--- src/rtl/pc_sequencer_if.sv ---
`default_nettype none
// ============================================================================
// Module      : pc_sequencer_if
// Description : Request/response bundle between the control unit (master)
//               and the program-counter sequencer (slave).
// Revision    : 1.0 - initial release
// ============================================================================
interface pc_sequencer_if #(
  parameter int WIDTH    = 32,
  parameter int OFFSET_W = 24
);
  // Requests from the control unit / branch logic
  logic                STALL;
  logic                BRANCH;
  logic [OFFSET_W-1:0] OFFSET;
  logic                JUMP;
  logic [WIDTH-1:0]    TARGET;
  logic                CALL;
  logic                RET;
  // Sequencer state seen by instruction fetch
  logic [WIDTH-1:0]    PC;
  logic [WIDTH-1:0]    PC_SEQ;
  logic                RAS_EMPTY;
  logic                RAS_FULL;
  logic                RAS_UNDERFLOW;

  modport master (
    output STALL, BRANCH, OFFSET, JUMP, TARGET, CALL, RET,
    input  PC, PC_SEQ, RAS_EMPTY, RAS_FULL, RAS_UNDERFLOW
  );

  modport slave (
    input  STALL, BRANCH, OFFSET, JUMP, TARGET, CALL, RET,
    output PC, PC_SEQ, RAS_EMPTY, RAS_FULL, RAS_UNDERFLOW
  );
endinterface
`default_nettype wire

--- src/rtl/pc_sequencer.sv ---
`default_nettype none
// ============================================================================
// Module      : pc_sequencer
// Description : Program-counter sequencer. Selects the next fetch address
//               each clock (stall / jump / return / branch / increment) and
//               optionally keeps a circular return-address stack.
//               Optional feature macro: PC_RAS_EN (return-address stack).
// Revision    : 1.0 - initial release
// ============================================================================
module pc_sequencer #(
  parameter int               WIDTH        = 32,
  parameter int               OFFSET_W     = 24,
  parameter logic [WIDTH-1:0] RESET_VECTOR = {{(WIDTH-2){1'b1}}, 2'b00},
  parameter int               RAS_DEPTH    = 4
) (
  input wire              CLK,
  input wire              RESET,
  pc_sequencer_if.slave   bus
);

  logic [WIDTH-1:0] r_pc;
  logic [WIDTH-1:0] w_pc_seq;
  logic [WIDTH-1:0] w_off_ext;
  logic [WIDTH-1:0] w_branch_tgt;
  logic [WIDTH-1:0] w_target_al;
  logic [WIDTH-1:0] w_pc_next;

  // Offset is sign-extended (or truncated) to the PC width before the word shift
  assign w_off_ext    = WIDTH'($signed(bus.OFFSET));
  assign w_pc_seq     = r_pc + WIDTH'(4);
  assign w_branch_tgt = w_pc_seq + (w_off_ext << 2);
  assign w_target_al  = {bus.TARGET[WIDTH-1:2], 2'b00};

  assign bus.PC     = r_pc;
  assign bus.PC_SEQ = w_pc_seq;

`ifdef PC_RAS_EN
  localparam int PTR_W = $clog2(RAS_DEPTH);

  // r_ptr indexes the next free slot; when full it also points at the oldest
  // entry, so a push naturally overwrites it.
  logic [WIDTH-1:0] r_ras [RAS_DEPTH];
  logic [PTR_W-1:0] r_ptr;
  logic [PTR_W:0]   r_count;
  logic             r_underflow;
  logic [PTR_W-1:0] w_top_idx;
  logic             w_empty;
  logic             w_full;
  logic             w_push;
  logic             w_pop;
  logic             w_underflow_next;
  logic             w_unused;

  assign w_top_idx = r_ptr - 1'b1;
  assign w_empty   = (r_count == '0);
  assign w_full    = (r_count == (PTR_W+1)'(RAS_DEPTH));
  assign w_unused  = &{1'b0, bus.TARGET[1:0]};

  assign bus.RAS_EMPTY     = w_empty;
  assign bus.RAS_FULL      = w_full;
  assign bus.RAS_UNDERFLOW = r_underflow;

  // Next-PC and stack-operation selection in priority order jump > ret > branch
  always_comb begin
    w_pc_next        = w_pc_seq;
    w_push           = 1'b0;
    w_pop            = 1'b0;
    w_underflow_next = 1'b0;
    if (bus.JUMP) begin
      w_pc_next = w_target_al;
      w_push    = bus.CALL;
    end else if (bus.RET) begin
      if (!w_empty) begin
        w_pc_next = r_ras[w_top_idx];
        w_pop     = 1'b1;
      end else begin
        w_pc_next        = w_target_al;
        w_underflow_next = 1'b1;
      end
    end else if (bus.BRANCH) begin
      w_pc_next = w_branch_tgt;
    end
  end

  // PC, stack pointer/count and underflow flag; everything holds while stalled
  always_ff @(posedge CLK or negedge RESET) begin
    if (!RESET) begin
      r_pc        <= RESET_VECTOR;
      r_ptr       <= '0;
      r_count     <= '0;
      r_underflow <= 1'b0;
    end else if (bus.STALL) begin
      r_underflow <= 1'b0;
    end else begin
      r_pc        <= w_pc_next;
      r_underflow <= w_underflow_next;
      if (w_push) begin
        r_ptr <= r_ptr + 1'b1;
        if (!w_full) begin
          r_count <= r_count + 1'b1;
        end
      end else if (w_pop) begin
        r_ptr   <= w_top_idx;
        r_count <= r_count - 1'b1;
      end
    end
  end

  // Stack storage needs no reset; the count decides which entries are valid
  always_ff @(posedge CLK) begin
    if (RESET && !bus.STALL && w_push) begin
      r_ras[r_ptr] <= w_pc_seq;
    end
  end

`else
  logic w_unused;

  assign w_unused = &{1'b0, bus.TARGET[1:0], bus.CALL, RAS_DEPTH[0]};

  assign bus.RAS_EMPTY     = 1'b1;
  assign bus.RAS_FULL      = 1'b0;
  assign bus.RAS_UNDERFLOW = 1'b0;

  // Next-PC selection; without a stack a return is just a jump to TARGET
  always_comb begin
    w_pc_next = w_pc_seq;
    if (bus.JUMP || bus.RET) begin
      w_pc_next = w_target_al;
    end else if (bus.BRANCH) begin
      w_pc_next = w_branch_tgt;
    end
  end

  // PC register; holds while stalled
  always_ff @(posedge CLK or negedge RESET) begin
    if (!RESET) begin
      r_pc <= RESET_VECTOR;
    end else if (!bus.STALL) begin
      r_pc <= w_pc_next;
    end
  end
`endif

endmodule
`default_nettype wire

--- src/flat_wrapper.sv ---
// flat-port wrapper written by rule: the top's interface ports become plain ports
module pc_sequencer_flat 
#(
  parameter int               WIDTH        = 32,
  parameter int               OFFSET_W     = 24,
  parameter logic [WIDTH-1:0] RESET_VECTOR = {{(WIDTH-2){1'b1}}, 2'b00},
  parameter int               RAS_DEPTH    = 4
)
  (CLK, RESET, bus_STALL, bus_BRANCH, bus_OFFSET, bus_JUMP, bus_TARGET, bus_CALL, bus_RET, bus_PC, bus_PC_SEQ, bus_RAS_EMPTY, bus_RAS_FULL, bus_RAS_UNDERFLOW);
  pc_sequencer_if #(.WIDTH(WIDTH), .OFFSET_W(OFFSET_W)) bus_i ();
  input wire CLK;
  input wire RESET;
  input wire logic [$bits(bus_i.STALL)-1:0] bus_STALL;
  input wire logic [$bits(bus_i.BRANCH)-1:0] bus_BRANCH;
  input wire logic [$bits(bus_i.OFFSET)-1:0] bus_OFFSET;
  input wire logic [$bits(bus_i.JUMP)-1:0] bus_JUMP;
  input wire logic [$bits(bus_i.TARGET)-1:0] bus_TARGET;
  input wire logic [$bits(bus_i.CALL)-1:0] bus_CALL;
  input wire logic [$bits(bus_i.RET)-1:0] bus_RET;
  output wire logic [$bits(bus_i.PC)-1:0] bus_PC;
  output wire logic [$bits(bus_i.PC_SEQ)-1:0] bus_PC_SEQ;
  output wire logic [$bits(bus_i.RAS_EMPTY)-1:0] bus_RAS_EMPTY;
  output wire logic [$bits(bus_i.RAS_FULL)-1:0] bus_RAS_FULL;
  output wire logic [$bits(bus_i.RAS_UNDERFLOW)-1:0] bus_RAS_UNDERFLOW;
  assign bus_i.STALL = bus_STALL;
  assign bus_i.BRANCH = bus_BRANCH;
  assign bus_i.OFFSET = bus_OFFSET;
  assign bus_i.JUMP = bus_JUMP;
  assign bus_i.TARGET = bus_TARGET;
  assign bus_i.CALL = bus_CALL;
  assign bus_i.RET = bus_RET;
  assign bus_PC = bus_i.PC;
  assign bus_PC_SEQ = bus_i.PC_SEQ;
  assign bus_RAS_EMPTY = bus_i.RAS_EMPTY;
  assign bus_RAS_FULL = bus_i.RAS_FULL;
  assign bus_RAS_UNDERFLOW = bus_i.RAS_UNDERFLOW;
  pc_sequencer #(.WIDTH(WIDTH), .OFFSET_W(OFFSET_W), .RESET_VECTOR(RESET_VECTOR), .RAS_DEPTH(RAS_DEPTH)) u_core (.CLK(CLK), .RESET(RESET), .bus(bus_i));
endmodule
--- config.mk ---
export PLATFORM = sky130hd
export DESIGN_NAME = pc_sequencer_flat
export DESIGN_NICKNAME = d
export VERILOG_FILES = /design/src/rtl/pc_sequencer_if.sv /design/src/rtl/pc_sequencer.sv /design/src/flat_wrapper.sv
export SDC_FILE = /design/constraint.sdc
export NUM_CORES = 1
export LEC_CHECK = 0
export CORE_UTILIZATION = 43
export CTS_CLUSTER_SIZE = 20
export DETAILED_ROUTE_END_ITERATION = 6
export PLACE_DENSITY = 0.78
export SYNTH_ARGS = -nofsm -noshare
export SYNTH_HDL_FRONTEND = slang
export SYNTH_SLANG_ARGS = --single-unit
--- constraint.sdc ---
create_clock -name CLK -period 3.1 [get_ports CLK]
set_input_delay 0.62 -clock CLK [delete_from_list [all_inputs] [get_ports CLK]]
set_output_delay 0.62 -clock CLK [all_outputs]
set_load 0.05 [all_outputs]
# Word-level counts from Yosys, hierarchy flattened
# Index checks and enable logic that the tools add are counted.
# totals
ff_bits	32
inputBits	63
output_inout_bits	67
word_cells	6
# op_classes
n_addsub	2
n_mux	2
reduce_logical	1
# op_table
operator	n
32-bit two-way mux	2
32-bit by 3-bit adder with 32-bit output, second input constant	1
32-bit adder	1
1-bit logical OR	1

# Logic depth before layout (Yosys ltp)
# logic_depth
ltp_word	4
depth_mapped	16
depth_no_buf	16

# Worst setup path before layout
# Ideal clock, no wire load.
# synth_path
path_kind	register to register
start	reg u_core.r_pc[4], in the netlist u_core.bus.PC[4]
end	reg u_core.r_pc[25], in the netlist u_core.bus.PC[25]
setup_ns	0.065
arrival_ns	4.245
required_time_ns	3.035
path_slack_ns	-1.210
path_stages_with_launch	14
n_path_buf	0
period_less_slack_ns	4.310
path_cell_list	dfstp_2 and4_4 nand4_1 nor2_1 nand2_1 xnor2_1 ha_1 a31o_2 o32ai_1 a21oi_1 nand4_1 nand2_1 or4b_1 nand3_1
# synth_between
elab_chain_len	4
# synth_lines
element	line_no	source
from (decl)	pc_sequencer.sv:21	logic [WIDTH-1:0] r_pc;
from (signal assigned)	pc_sequencer.sv:140	r_pc <= w_pc_next;
32-bit by 3-bit adder with 32-bit output	pc_sequencer.sv:30	assign w_pc_seq = r_pc + WIDTH'(4);
via bus_PC_SEQ[19]	flat_wrapper.sv:21	output wire logic [$bits(bus_i.PC_SEQ)-1:0] bus_PC_SEQ;
32-bit adder	pc_sequencer.sv:31	assign w_branch_tgt = w_pc_seq + (w_off_ext << 2);
32-bit two-way mux	pc_sequencer.sv:130	end else if (bus.BRANCH) begin
32-bit two-way mux	pc_sequencer.sv:128	if (bus.JUMP || bus.RET) begin
# The timed path passes the listed nets, and every way through them passes these cells.
# A chain may end at the register's enable or synchronous reset.

# Worst setup path in the final report
# layout_path
start	reg u_core.r_pc[5], in the netlist u_core.bus.PC[5]
end	reg u_core.r_pc[29], in the netlist u_core.bus.PC[29]
# layout_between
elab_chain_len	4
# layout_lines
element	line_no
32-bit by 3-bit adder with 32-bit output (*)	pc_sequencer.sv:30
32-bit adder	pc_sequencer.sv:31
32-bit two-way mux (*)	pc_sequencer.sv:130
32-bit two-way mux (*)	pc_sequencer.sv:128
# Mark *: on every way between the ends. The rest lies on a longest branch, timed or not.

==> flow_metrics.py <==
metrics = {
    "floorplanning": {
        "design.die.area_mm2": 0.00990,
        "dieWidth_um": 99.5,
        "initial_core_util": 0.442,
        "ios": 130,
        "fp-row-count": 35,
        "core-area_mm2": 0.00924,
        "fp.dieH_um": 99.5,
    },
    "synthesis": {
        "ys_ff_latch": 30,
        "synth_cell_type_count": 68,
        "synth_area_per_cell_um2": 7.71,
        "netlist_area_mm2": 0.00409,
        "synth-async-reset-ratio": 1.00,
        "synth-edff-count": 0,
        "ys_seq_area_frac": 0.193,
        "synth-warning-count": 0,
        "syn_inst": 530,
        "synthFlopType": "dfstp_2",
    },
    "worst_setup_path": {
        "start_kind": "flip-flop",
        "cp_max_fo": 5,
        "required_ps": 3350,
        "critPathKind": "reg2reg",
        "cp-end-kind": "flip-flop",
        "cp.arrival_ps": 3920,
        "rrSetupSlack_ps": -570,
    },
    "finish": {
        "syn_to_final_growth_pct": 99.3,
        "fin_area_mm2": 0.00815,
        "drive_gt1_frac": 0.484,
        "largest_reg_flops": 30,
        "final_core_util": 0.882,
        "diodes": 0,
        "nets": 899,
        "fill_cells": 455,
    },
    "route": {
        "wl_um": 22100,
        "ant_nets": 0,
        "drt_first_pass_iters": 6,
        "vias": 5931,
        "drc": 0,
        "wl_per_cell_um": 23.7,
        "routed_via_density": 6.38,
        "drtIter0Drc": 603,
    },
    "sta": {
        "hold_viol": 0,
        "min_period_ps": 3670,
        "relSlewSlack": 0.636,
        "rsz0062_at_grt": "yes",
        "max_clock_freq_ghz": 0.273,
        "period_share": 1.18,
        "tightestPinTransition_ps": 544,
        "setup_viol": 27,
        "finalWorstSetupSlack_ps": -569,
        "finClkSkew_ps": 12.8,
        "drv_slew": 0,
        "tns_ps": -7840,
    },
    "cts": {
        "worstSkewPairLatency_ps": 310,
        "clock-sinks": 30,
        "numCtsBuffers": 5,
        "cts_root_buffer": "clkbuf_8",
        "cts_buffer_depth": 2,
        "cts_tree": "yes",
        "clk_pin_slew_ps": 90,
        "h-tree-depth": 2,
    },
    "grt": {
        "grt_overflow": 0,
        "grt_pass1_wl_um": 27900,
        "grt_antenna_before_repair": 0,
        "grt_pass1_vias": 5584,
        "grt_start_max_net_pins": 47,
        "track_usage": 0.363,
    },
    "power": {
        "totalPowerFinal_uw": 3820,
        "power_density_mw_per_mm2": 468,
        "p_leak_uw": 0.00347,
        "irDropWorstVdd_mv": 0.358,
    },
    "place": {
        "place_hpwl_um": 13200,
        "io_buffers": 119,
        "postPlaceCellArea_mm2": 0.00729,
        "gp_congestion": 0.925,
    },
    "outcome": {
        "status": "finished, violations left",
        "failed_checks": "negative setup slack",
    },
    "min_path": {
        "hp-class": "reg2reg",
    },
    "run": {
        "maxCapViolCount": 0,
    },
}
critical path, stage by stage (launching register included):
cell     delay, ps
dfstp_4        620
and4_4         270
nand4_1        200
nor2_4         220
buf_4          150
buf_6           90
nand3_4        100
xnor2_4        340
ha_4           270
a21o_1         190
a21oi_2        180
nor3_2          70
a21oi_2        190
nand2_1        110
nor2b_2        170
xnor2_1         90
a221o_1        320
power breakdown:
part / internal [µW] / total (µW) / switching (µW)
logic: 1270 / 2840 / 1580
clock network: 208 / 423 / 215
registers: 495 / 548 / 53.4
cell usage in the layout (no fill, tap or decap), drive strengths merged, types with 4 or more instances in the layout:
| cell | synthesis | layout |
|---|---|---|
| buf | 16 | 197 |
| clkdlybuf4s50 | 0 | 92 |
| a21oi | 58 | 58 |
| nand2 | 52 | 52 |
| nor2 | 40 | 40 |
| ha | 36 | 36 |
| xnor2 | 34 | 34 |
| o21ai | 33 | 33 |
| dfstp | 30 | 30 |
| a21o | 26 | 26 |
| nand3 | 20 | 20 |
| nand4 | 17 | 17 |
| nor3 | 17 | 17 |
| inv | 15 | 16 |
| xor2 | 13 | 13 |
| a211oi | 12 | 12 |
| o21bai | 8 | 8 |
| o211ai | 7 | 7 |
| mux2i | 7 | 7 |
| o22ai | 7 | 7 |
| conb | 2 | 7 |
| clkbuf | 17 | 6 |
| and4 | 6 | 6 |
| a31oi | 4 | 4 |
| or2 | 4 | 4 |
| nor2b | 4 | 4 |
cell type report:
class,instances,area [µm²],share of cell area
clock buffers,6,93.8,0.0115
clock inverters,2,13.8,0.00169
inverters,15,56.3,0.00691
multi-input cells,457,4290,0.527
flip-flops and latches,30,826,0.101
well taps,129,161,0.0198
repair buffers,290,2700,0.332
cells in the mapped netlist, types with 6 or more instances:
master	instances	share of area
a21oi_1	54	0.066
nand2_1	51	0.047
nor2_1	39	0.036
ha_1	36	0.11
xnor2_1	34	0.073
dfstp_2	30	0.19
o21ai_0	29	0.036
a21o_1	25	0.046
nand3_1	18	0.022
clkbuf_1	17	0.016
nand4_1	16	0.024
inv_1	15	0.014
nor3_1	15	0.018
xor2_1	13	0.028
a211oi_1	11	0.020
o21bai_1	8	0.015
buf_4	7	0.013
mux2i_1	7	0.017
o211ai_1	7	0.013
o22ai_1	7	0.011
buf_2	6	0.0073
per-stage QoR:
| stage | setup WS [ps] | hold slack (ps) | std cells |
|---|---|---|---|
| 3_3_place_gp | -361 | 571 | 897 |
| 3_5_place_dp | -454 | 575 | 897 |
| 4_1_cts | -270 | 598 | 916 |
| 5_1_grt | -616 | 678 | 929 |
| 2_1_floorplan | -655 | 472 | 535 |
| 6_report | -569 | 601 | 929 |
cell families after synthesis:
family / Yosys count / share of synthesized area
adder cells (fa/ha/maj): 37 / 0.115
multiplexers: 7 / 0.0171
XOR/XNOR: 47 / 0.101
other: 2 / 0.00184
buffers and inverters: 48 / 0.0523
flip-flops: 30 / 0.193
AND/OR/NAND/NOR: 176 / 0.227
AO/OA/AOI/OAI: 183 / 0.293
path summary, 6_finish.rpt:
kind / cells after the start / startpoint / end
setup / recovery: 16 / u_core.bus.PC[5] / u_core.bus.PC[29]
max in group asynchronous: 2 / RESET / u_core.bus.PC[8]
hold reg to reg: 2 / u_core.bus.PC[31] / u_core.bus.PC[31]
hold / removal: 2 / u_core.bus.PC[31] / u_core.bus.PC[31]
setup reg to reg: 16 / u_core.bus.PC[5] / u_core.bus.PC[29]
min in group asynchronous: 2 / RESET / u_core.bus.PC[25]
per-layer routing:
layer | part of all wire | up-vias | GRT usage
li1 | - | 2478 | -
met1 | 0.36 | 2817 | 0.480
met2 | 0.46 | 493 | 0.604
met3 | 0.11 | 143 | 0.0429
met4 | 0.061 | 0 | 0.145
met5 | 0 | - | 0
repair_timing:
action / in CTS / in global routing
endpoints found under the setup margin: 22 / 29
pin swaps: 46 / 35
gates resized for setup: 52 / 54
hold buffers: 0 / 0
gates cloned: 0 / 0
setup buffers: 11 / 13
(Power assumes the default switching activity.)
